[src/rtl/acc_result_reader.sv]
// rtl/acc_result_reader.sv - Streams an accumulator readout through a credit-limited skid FIFO
//
// Optional feature macro: ACC_READER_CHECKSUM_EN (running checksum of transferred words).
//
// Ports:
//   clk, resetn            clock (rising edge), synchronous active-low reset
//   acc_done               accumulator finished (pulse or level); starts a readout from IDLE
//   rd_en, rd_addr         accumulator read strobe and address (0..COUNT-1)
//   rd_data                accumulator read data, valid READ_LAT cycles after rd_en
//   m_valid, m_ready,
//   m_data, m_last         output stream; m_last marks the word from address COUNT-1
//   busy                   readout in progress (RUN or FIN)
//   done                   one-cycle pulse after the final word is accepted
//   checksum,
//   checksum_valid         sum of transferred words, valid from FIN until the next start

module acc_result_reader #(
    parameter int DATA_W   = 32,
    parameter int ADDR_W   = 11,
    parameter int COUNT    = 2048,
    parameter int READ_LAT = 1
) (
    input  logic              clk,
    input  logic              resetn,
    input  logic              acc_done,
    output logic              rd_en,
    output logic [ADDR_W-1:0] rd_addr,
    input  logic [DATA_W-1:0] rd_data,
    output logic              m_valid,
    input  logic              m_ready,
    output logic [DATA_W-1:0] m_data,
    output logic              m_last,
    output logic              busy,
    output logic              done,
    output logic [DATA_W-1:0] checksum,
    output logic              checksum_valid
);

    // Enough slots to absorb every read that can be in flight when the sink stalls.
    localparam int DEPTH = READ_LAT + 2;
    localparam int PTR_W = $clog2(DEPTH);
    localparam int CNT_W = $clog2(DEPTH + 1);

    typedef enum logic [1:0] {IDLE, RUN, FIN} state_t;

    state_t              state, state_nxt;
    logic [ADDR_W-1:0]   addr_cnt;
    logic [ADDR_W-1:0]   out_cnt;
    logic                all_issued;
    logic [READ_LAT-1:0] pipe;
    logic [CNT_W-1:0]    inflight;
    logic [CNT_W-1:0]    fifo_cnt;
    logic [DATA_W-1:0]   mem [DEPTH];
    logic [PTR_W-1:0]    wr_ptr, rd_ptr;

    logic ret_valid, fifo_empty, issue, xfer, push, pop, start, finish;

    function automatic logic [PTR_W-1:0] ptr_inc(input logic [PTR_W-1:0] p);
        return (p == PTR_W'(DEPTH - 1)) ? '0 : p + 1'b1;
    endfunction

    assign ret_valid  = pipe[READ_LAT-1];
    assign fifo_empty = (fifo_cnt == '0);
    // Credit check: every outstanding read must have a guaranteed FIFO slot.
    assign issue      = (state == RUN) && !all_issued &&
                        (({1'b0, inflight} + {1'b0, fifo_cnt}) < (CNT_W + 1)'(DEPTH));
    assign xfer       = m_valid && m_ready;
    // Returning data bypasses the FIFO when it is empty and the sink takes it at once.
    assign push       = ret_valid && !(fifo_empty && m_ready);
    assign pop        = !fifo_empty && m_ready;
    assign start      = (state == IDLE) && acc_done;
    assign finish     = (state == RUN) && xfer && m_last;

    // State register
    always_ff @(posedge clk) begin
        if (!resetn) state <= IDLE;
        else         state <= state_nxt;
    end

    // Next-state logic
    always_comb begin
        state_nxt = state;
        case (state)
            IDLE:    if (acc_done) state_nxt = RUN;
            RUN:     if (finish)   state_nxt = FIN;
            FIN:     state_nxt = IDLE;
            default: state_nxt = IDLE;
        endcase
    end

    // Output logic
    always_comb begin
        rd_en   = issue;
        rd_addr = addr_cnt;
        busy    = (state != IDLE);
        done    = (state == FIN);
        m_valid = !fifo_empty || ret_valid;
        m_data  = !fifo_empty ? mem[rd_ptr] : (ret_valid ? rd_data : '0);
        m_last  = m_valid && (out_cnt == ADDR_W'(COUNT - 1));
    end

    // Address / transfer counters and read-return tracking
    always_ff @(posedge clk) begin
        if (!resetn) begin
            addr_cnt   <= '0;
            out_cnt    <= '0;
            all_issued <= 1'b0;
            pipe       <= '0;
            inflight   <= '0;
        end else begin
            if (start) begin
                addr_cnt   <= '0;
                out_cnt    <= '0;
                all_issued <= 1'b0;
            end else begin
                if (issue) begin
                    if (addr_cnt == ADDR_W'(COUNT - 1)) all_issued <= 1'b1;
                    else                                addr_cnt   <= addr_cnt + 1'b1;
                end
                if (xfer && !m_last) out_cnt <= out_cnt + 1'b1;
            end
            pipe[0] <= issue;
            for (int i = 1; i < READ_LAT; i++) pipe[i] <= pipe[i-1];
            inflight <= inflight + CNT_W'(issue) - CNT_W'(ret_valid);
        end
    end

    // Skid FIFO
    always_ff @(posedge clk) begin
        if (!resetn) begin
            wr_ptr   <= '0;
            rd_ptr   <= '0;
            fifo_cnt <= '0;
        end else begin
            if (push) begin
                mem[wr_ptr] <= rd_data;
                wr_ptr      <= ptr_inc(wr_ptr);
            end
            if (pop) rd_ptr <= ptr_inc(rd_ptr);
            fifo_cnt <= fifo_cnt + CNT_W'(push) - CNT_W'(pop);
        end
    end

`ifdef ACC_READER_CHECKSUM_EN
    logic [DATA_W-1:0] sum_q;
    logic              sum_valid_q;

    always_ff @(posedge clk) begin
        if (!resetn) begin
            sum_q       <= '0;
            sum_valid_q <= 1'b0;
        end else if (start) begin
            sum_q       <= '0;
            sum_valid_q <= 1'b0;
        end else begin
            if (xfer)   sum_q       <= sum_q + m_data;
            if (finish) sum_valid_q <= 1'b1;
        end
    end

    assign checksum       = sum_q;
    assign checksum_valid = sum_valid_q;
`else
    assign checksum       = '0;
    assign checksum_valid = 1'b0;
`endif

endmodule

[config.mk]
export PLATFORM = sky130hd
export DESIGN_NAME = acc_result_reader
export DESIGN_NICKNAME = d
export VERILOG_FILES = /design/src/rtl/acc_result_reader.sv
export SDC_FILE = /design/constraint.sdc
export NUM_CORES = 1
export LEC_CHECK = 0
export ABC_AREA = 0
export BUFFER_PORTS_ARGS = -buffer_cell sky130_fd_sc_hd__buf_2
export CAP_MARGIN = 5
export CELL_PAD_IN_SITES_DETAIL_PLACEMENT = 0
export CELL_PAD_IN_SITES_GLOBAL_PLACEMENT = 1
export CORE_AREA = 2 2 133 135
export CTS_CLUSTER_DIAMETER = 100
export DETAILED_ROUTE_END_ITERATION = 16
export DIE_AREA = 0 0 135 137
export GPL_ROUTABILITY_DRIVEN = 1
export PLACE_DENSITY = 0.69
export SLEW_MARGIN = 5
export SYNTH_ARGS = -nofsm -noshare
export SYNTH_HDL_FRONTEND = slang
export SYNTH_SLANG_ARGS = --single-unit
[constraint.sdc]
create_clock -name clk -period 5.1 [get_ports clk]
set_clock_uncertainty 0.05 [all_clocks]
set_input_delay 0.51 -clock clk [delete_from_list [all_inputs] [get_ports clk]]
set_output_delay 0.51 -clock clk [all_outputs]
set_load 0.1 [all_outputs]
==> results of run 1 <==
## critical path: stages (launching register included)
cell and delay (ns):
dfxtp_1 0.38, ha_1 0.22, fa_1 0.40, nor4b_4 0.28, nand2_1 0.32, inv_1 0.21, buf_2 0.45
## Yosys cell counts, drive strengths merged (2+ instances only)
master	n
nor2	49
ha	7
nor3	5
edfxtp	96
dfxtp	36
and3	4
nand3	41
clkbuf	16
buf	44
o31ai	13
or3	5
a31oi	2
o211ai	2
xor2	3
and2	5
mux2i	33
a211oi	2
nor4b	2
o21ai	39
nand4	7
nand2	11
a21oi	51
xnor2	3
or4	9
nor4	3
inv	9
## state kept, by name, summed over array words and instances, names as in the netlist, named ones only
signal	flops
pipe	1
all_issued	1
out_cnt	11
rd_ptr	2
mem	96
rd_addr	11
wr_ptr	2
fifo_cnt	2
state	2
inflight	2
## report_power, final
part / switching, mW / total, mW / internal, mW
combinational: 1.64 / 1.94 / 0.303
clock: 0.471 / 1.25 / 0.776
sequential: 0.0898 / 1.29 / 1.20
## final cells by class
type                            instances  area share [%]
Sequential cell                       132            51.5
Multi-Input combinational cell        340            29.0
Timing Repair Buffer                   88            6.43
Clock buffer                           19            6.18
Tap cell                              225            4.02
Clock inverter                         13            2.46
Inverter                                9           0.482
## per-stage QoR
step / setup slack [ns] / instance area, µm² / instances
after floorplan: 0.517 / 6000 / 541
final: 1.84 / 7010 / 826
after global placement: 2.23 / 6400 / 793
after CTS: 1.78 / 7000 / 825
after global routing: 1.62 / 7010 / 826
after detailed placement: 2.23 / 6400 / 793
## cell usage in the layout (no fill, tap or decap), types with 5 or more instances in the layout
cell	instances
a21oi_1	51
and2_1	5
buf_2	84
clkbuf_16	17
conb_1	33
dfxtp_1	34
edfxtp_1	96
ha_1	7
inv_1	9
mux2i_1	33
nand2_1	11
nand3_1	41
nand4_1	6
nor2_1	47
o21ai_0	39
o31ai_1	13
or3_1	5
or4_1	9
## final timing paths
kind / start / to / slack (ns) / depth (start not counted)
max reg2reg: fifo_cnt[1]$_SDFF_PN0_ / mem[2][30]$_DFFE_PP_ / 2.42 / 5
min: rd_data[7] / mem[1][7]$_DFFE_PP_ / 0.25 / 1
min reg2reg: rd_ptr[1]$_SDFFE_PN0P_ / register / 0.44 / 2
max: fifo_cnt[0]$_SDFF_PN0_ / rd_en / 1.84 / 6
## metal layers
metal	vias up	global-route usage [%]	routed length [µm]
met5	-	0	13
met4	2	5.90	190
met3	21	3.81	685
met2	105	23.2	5910
met1	1945	16.9	5470
li1	1986	-	-
## kinds of logic (layout without fill, tap and decap cells)
family	Yosys count	after routing	synth area share (%)
muxes	33	33	5.62
buffers and inverters	69	129	6.68
AOI/OAI and AO/OA	114	114	10.8
other	1	33	0.0638
xor gates and xnor gates	6	6	0.894
DFF	132	132	61.3
adders and majority gates	8	8	1.83
and+or+nand+nor	146	146	12.8
==> impl_metrics.tcl, run 1 <==
set metrics [dict create \
    status "complete, no violations" \
    finalSetupViolations 0 \
    netlist.area_leader.share_pct 49.0 \
    synthDistinctLibCells 43 \
    cp.arrival_ns 2.70 \
    power_mw 4.48 \
    dieArea_um2 18500 \
    initial_core_util_pct 34.5 \
    place_hpwl_mm 7.64 \
    hold_ws_ns 0.255 \
    fillers 1661 \
    wire_per_inst_um 14.9 \
    crit_path_max_fanout 15 \
    die_x_um 135 \
    multiInputGateArea_um2 2030 \
    cts_buffers 17 \
    via_per_inst 4.91 \
    cts_tree "yes" \
    syn_inst 509 \
    post-route-period-util_pct 63.8 \
    synth_warnings 0 \
    vdd_drop_max_v 0.000362 \
    initialDrtViolationCount 199 \
    tightest_slew_ns 1.20 \
    p_leak_nw 2.60 \
    drv_slew 0 \
    hold_path_class "in2reg" \
    period_needed_ns 3.26 \
    synth-edff-count 96 \
    coreArea_um2 17100 \
    cts_resized 0 \
    io_pins 117 \
    num_vias 4059 \
    drive_gt1_share_pct 21.3 \
    yosysSeqAreaShare_pct 61.3 \
    ys_ff_latch 132 \
    gp_congestion 0.796 \
    rows 48 \
    area_growth_pct 19.2 \
    synth-main-ff-cell "edfxtp_1" \
    path_clk_slew_ns 0.06 \
    grt_pass1_vias 3854 \
    diodes 0 \
    fmax_mhz 307 \
    seqCellArea_um2 3610 \
    tns_ns 0 \
    power_density_nw_per_um2 639 \
    postCtsSetupRepairBufs 0 \
    synthArstFlopShare_pct 0 \
    cp-start-kind "register" \
    grt.total_usage_pct 13.9 \
    overflow 0 \
    finalCoreUtilization_pct 41.1 \
    h-tree-depth 4 \
    cts_root_buf "clkbuf_16" \
    finalHoldViolCount 0 \
    syn_area_per_cell_um2 11.6 \
    portBuffers 83 \
    clkLatencyLatePin_ns 0.42 \
    yosys.area.top_type "edfxtp_1" \
    grt_max_degree 68 \
    cts.sink_count 132 \
    routed_wirelength_mm 12.3 \
    ant_nets 0 \
    postCtsHoldBufs 0 \
    die_y_um 137 \
    dr.pass1.iters 7 \
    synth_area_leaders "edfxtp_1, dfxtp_1, mux2i_1" \
    grt_setup_unrepaired "false" \
    post-route-drc-count 0 \
    antenna_found_initial 1 \
    max-cap-violations 0 \
    endpoint_kind "primary output" \
    grt_pass1_wl_mm 19.8 \
    crit_type "reg2out" \
    fin_nets 632 \
    max_slew_margin_pct 20.2 \
    cp.required_ns 4.54 \
    cts_buffer_depth 2 \
    netlist_area_um2 5880 \
]
No activity file was read; power rests on OpenSTA's default activity.
==> run 2: changes to the inputs <==
Settings changed: ABC_AREA 0 to 1, CORE_AREA 2 2 133 135 to 2 2 135 137, DIE_AREA 0 0 135 137 to 0 0 137 139, PLACE_DENSITY 0.69 to 0.73.
Clock period 5.1 ns to 2.9 ns, I/O delays scaled along.
==> run 2 against run 1 <==
Hold slack worse by 0.22 ns. First-iteration DRC count increased by 4.5%. Clock-buffer cell count down 2. Cell count up 15%. Sequential share of layout area fell by 2.0 points. Setup slack lost 1.6 ns. Critical path type unchanged. Critical endpoint is now m_data[21]. Largest power group unchanged.
==> impl_metrics.tcl, run 2 <==
set metrics [dict create \
    synthSimpleGateAreaFrac_pct 17.2 \
    wire_per_inst_um 13.7 \
    crit_type "reg2out" \
    period_needed_ns 2.68 \
    clkLatencyLatePin_ns 0.42 \
    grt_pass1_wl_mm 20.8 \
    netlist.area_leader.share_pct 47.3 \
    cts.sink_count 132 \
    stdcell_count 946 \
    path_clk_slew_ns 0.06 \
    gp_congestion 0.788 \
    grt.total_usage_pct 14.1 \
    area_growth_pct 19.7 \
    synth_compound_area_share_pct 11.7 \
    initial_core_util_pct 34.5 \
    layout_commonest_cell "nand2_1" \
    dieArea_um2 19000 \
    yosys.area.top_type "edfxtp_1" \
    via_per_inst 4.65 \
    cts_buffer_depth 2 \
    ys_ff_latch 132 \
    finalHoldViolCount 0 \
    yosys.area_share.adder_pct 1.77 \
    place_hpwl_mm 8.86 \
    syn_inst 625 \
    ant_nets 0 \
    netlist_area_um2 6090 \
    synthDistinctLibCells 36 \
    cts_tree "yes" \
    dp.cells 915 \
    max_slew_margin_pct 60.7 \
    synth_mux_area_share_pct 0 \
    drv_slew 0 \
    diodes 0 \
    finalSetupViolations 0 \
    overflow 0 \
    crit_path_max_fanout 32 \
    num_vias 4400 \
    yosys-top-cells-count "nand2_1, edfxtp_1, a21oi_1" \
    grt_pass1_vias 4169 \
    routed_wirelength_mm 13.0 \
    die_y_um 139 \
    yosysMostFrequentCell "nand2_1" \
    synth-edff-count 96 \
    largest_register_ffs 96 \
    p_leak_nw 2.81 \
    synth_warnings 0 \
    portBuffers 83 \
    grt_max_degree 59 \
    endpoint_kind "primary output" \
    antenna_found_initial 0 \
    h-tree-depth 4 \
    vdd_drop_max_v 0.000668 \
    hold_path_class "in2reg" \
    cts_resized 0 \
    yosysSeqAreaShare_pct 59.1 \
    status "complete, no violations" \
    postCtsHoldBufs 0 \
    final_cell_mix "nand2_1, edfxtp_1, buf_2" \
    io_pins 117 \
    coreArea_um2 17700 \
    die_x_um 137 \
    cp.arrival_ns 2.34 \
    cts_buffers 17 \
    tns_ns 0 \
    tightest_slew_ns 0.589 \
    grt_setup_unrepaired "false" \
    drive_gt1_share_pct 20.9 \
    post-route-period-util_pct 92.4 \
    initialDrtViolationCount 208 \
    fin_nets 749 \
    cp.required_ns 2.56 \
    cts_root_buf "clkbuf_16" \
    synthArstFlopShare_pct 0 \
    dr.pass1.iters 4 \
    syn_area_per_cell_um2 9.75 \
    cp-start-kind "register" \
    synth_area_leaders "edfxtp_1, dfxtp_1, nand2_1" \
    top_register "mem" \
    fmax_mhz 373 \
    synth_top_family_by_area "simple AND/OR/NAND/NOR gates" \
    rows 49 \
    post-route-drc-count 0 \
    power_density_nw_per_um2 1080 \
    synth-main-ff-cell "edfxtp_1" \
    max-cap-violations 0 \
    postCtsSetupRepairBufs 0 \
    synth-xor-area-share_pct 1.29 \
]
-- run 2: changes by cell type in the layout (fill, tap and decap cells not counted), sizes merged, moves of 5 or more --
| cell | change |
|---|---|
| a21oi | +38 |
| and2 | -5 |
| inv | +22 |
| mux2i | -33 |
| nand2 | +142 |
| nor2 | -14 |
| o31ai | -13 |
| or3 | -5 |
| or4 | -9 |
-- run 2: cell type report --
cell class                      instances  area, µm²
Multi-Input combinational cell        426       2100
Clock inverter                         14        209
Sequential cell                       132       3600
Fill cell                            1728      10400
Tap cell                              229        287
Inverter                               36        135
Timing Repair Buffer                   92        533
Clock buffer                           17        425
-- run 2: cells by family after synthesis --
logic type	after synthesis
other	1
adder cells (fa/ha/maj)	8
AND/OR/NAND/NOR	242
buffers and inverters	99
AO/OA/AOI/OAI	134
flip-flops	132
XOR/XNOR	9
-- run 2: critical path, stage by stage, from the launching register on --
cell and delay [ns]:
dfxtp_1 0.44, inv_2 0.50, nand2_1 0.11, a21oi_1 0.14, a21oi_1 0.07, o21ai_1 0.18
buf_2 0.47
-- run 2: layer usage --
| metal | routed length [µm] | up-vias | global-route usage [%] |
|---|---|---|---|
| li1 | - | 2229 | - |
| met1 | 5630 | 2044 | 16.8 |
| met2 | 6470 | 117 | 23.9 |
| met3 | 737 | 10 | 4.53 |
| met4 | 137 | 0 | 4.99 |
| met5 | 0 | - | 0 |
-- run 2: per-stage QoR --
stage / power (mW) / hold WS [ns] / instance area [µm²] / setup WS, ns / utilization (%)
2_1_floorplan: 5.12 / 0.339 / 6210 / 0.135 / -
3_3_place_gp: 5.59 / 0.415 / 6660 / 0.697 / 37.7
3_5_place_dp: 5.63 / 0.425 / 6660 / 0.668 / 37.7
4_1_cts: 7.93 / 0.0223 / 7290 / 0.190 / 41.3
5_1_grt: 8.22 / 0.0231 / 7290 / 0.00390 / 41.3
6_report: 7.85 / 0.0388 / 7290 / 0.219 / 41.3
-- run 2: power by group --
part	internal, mW	total [mW]	switching, mW
sequential	2.11	2.21	0.103
combinational	0.547	3.35	2.80
clock	1.51	2.29	0.775
total	4.17	7.85	3.68
-- run 2: worst paths after layout --
check | from | to | slack [ns] | cells after the start
min | rd_data[27] | mem[2][27]$_DFFE_PP_ | 0.04 | 1
max reg2reg | fifo_cnt[0]$_SDFF_PN0_ | rd_addr[3]$_SDFFE_PP0P_ | 0.71 | 9
min reg2reg | wr_ptr[0]$_SDFFE_PN0P_ | wr_ptr[0]$_SDFFE_PN0P_ | 0.43 | 2
max | register | m_data[21] | 0.22 | 6
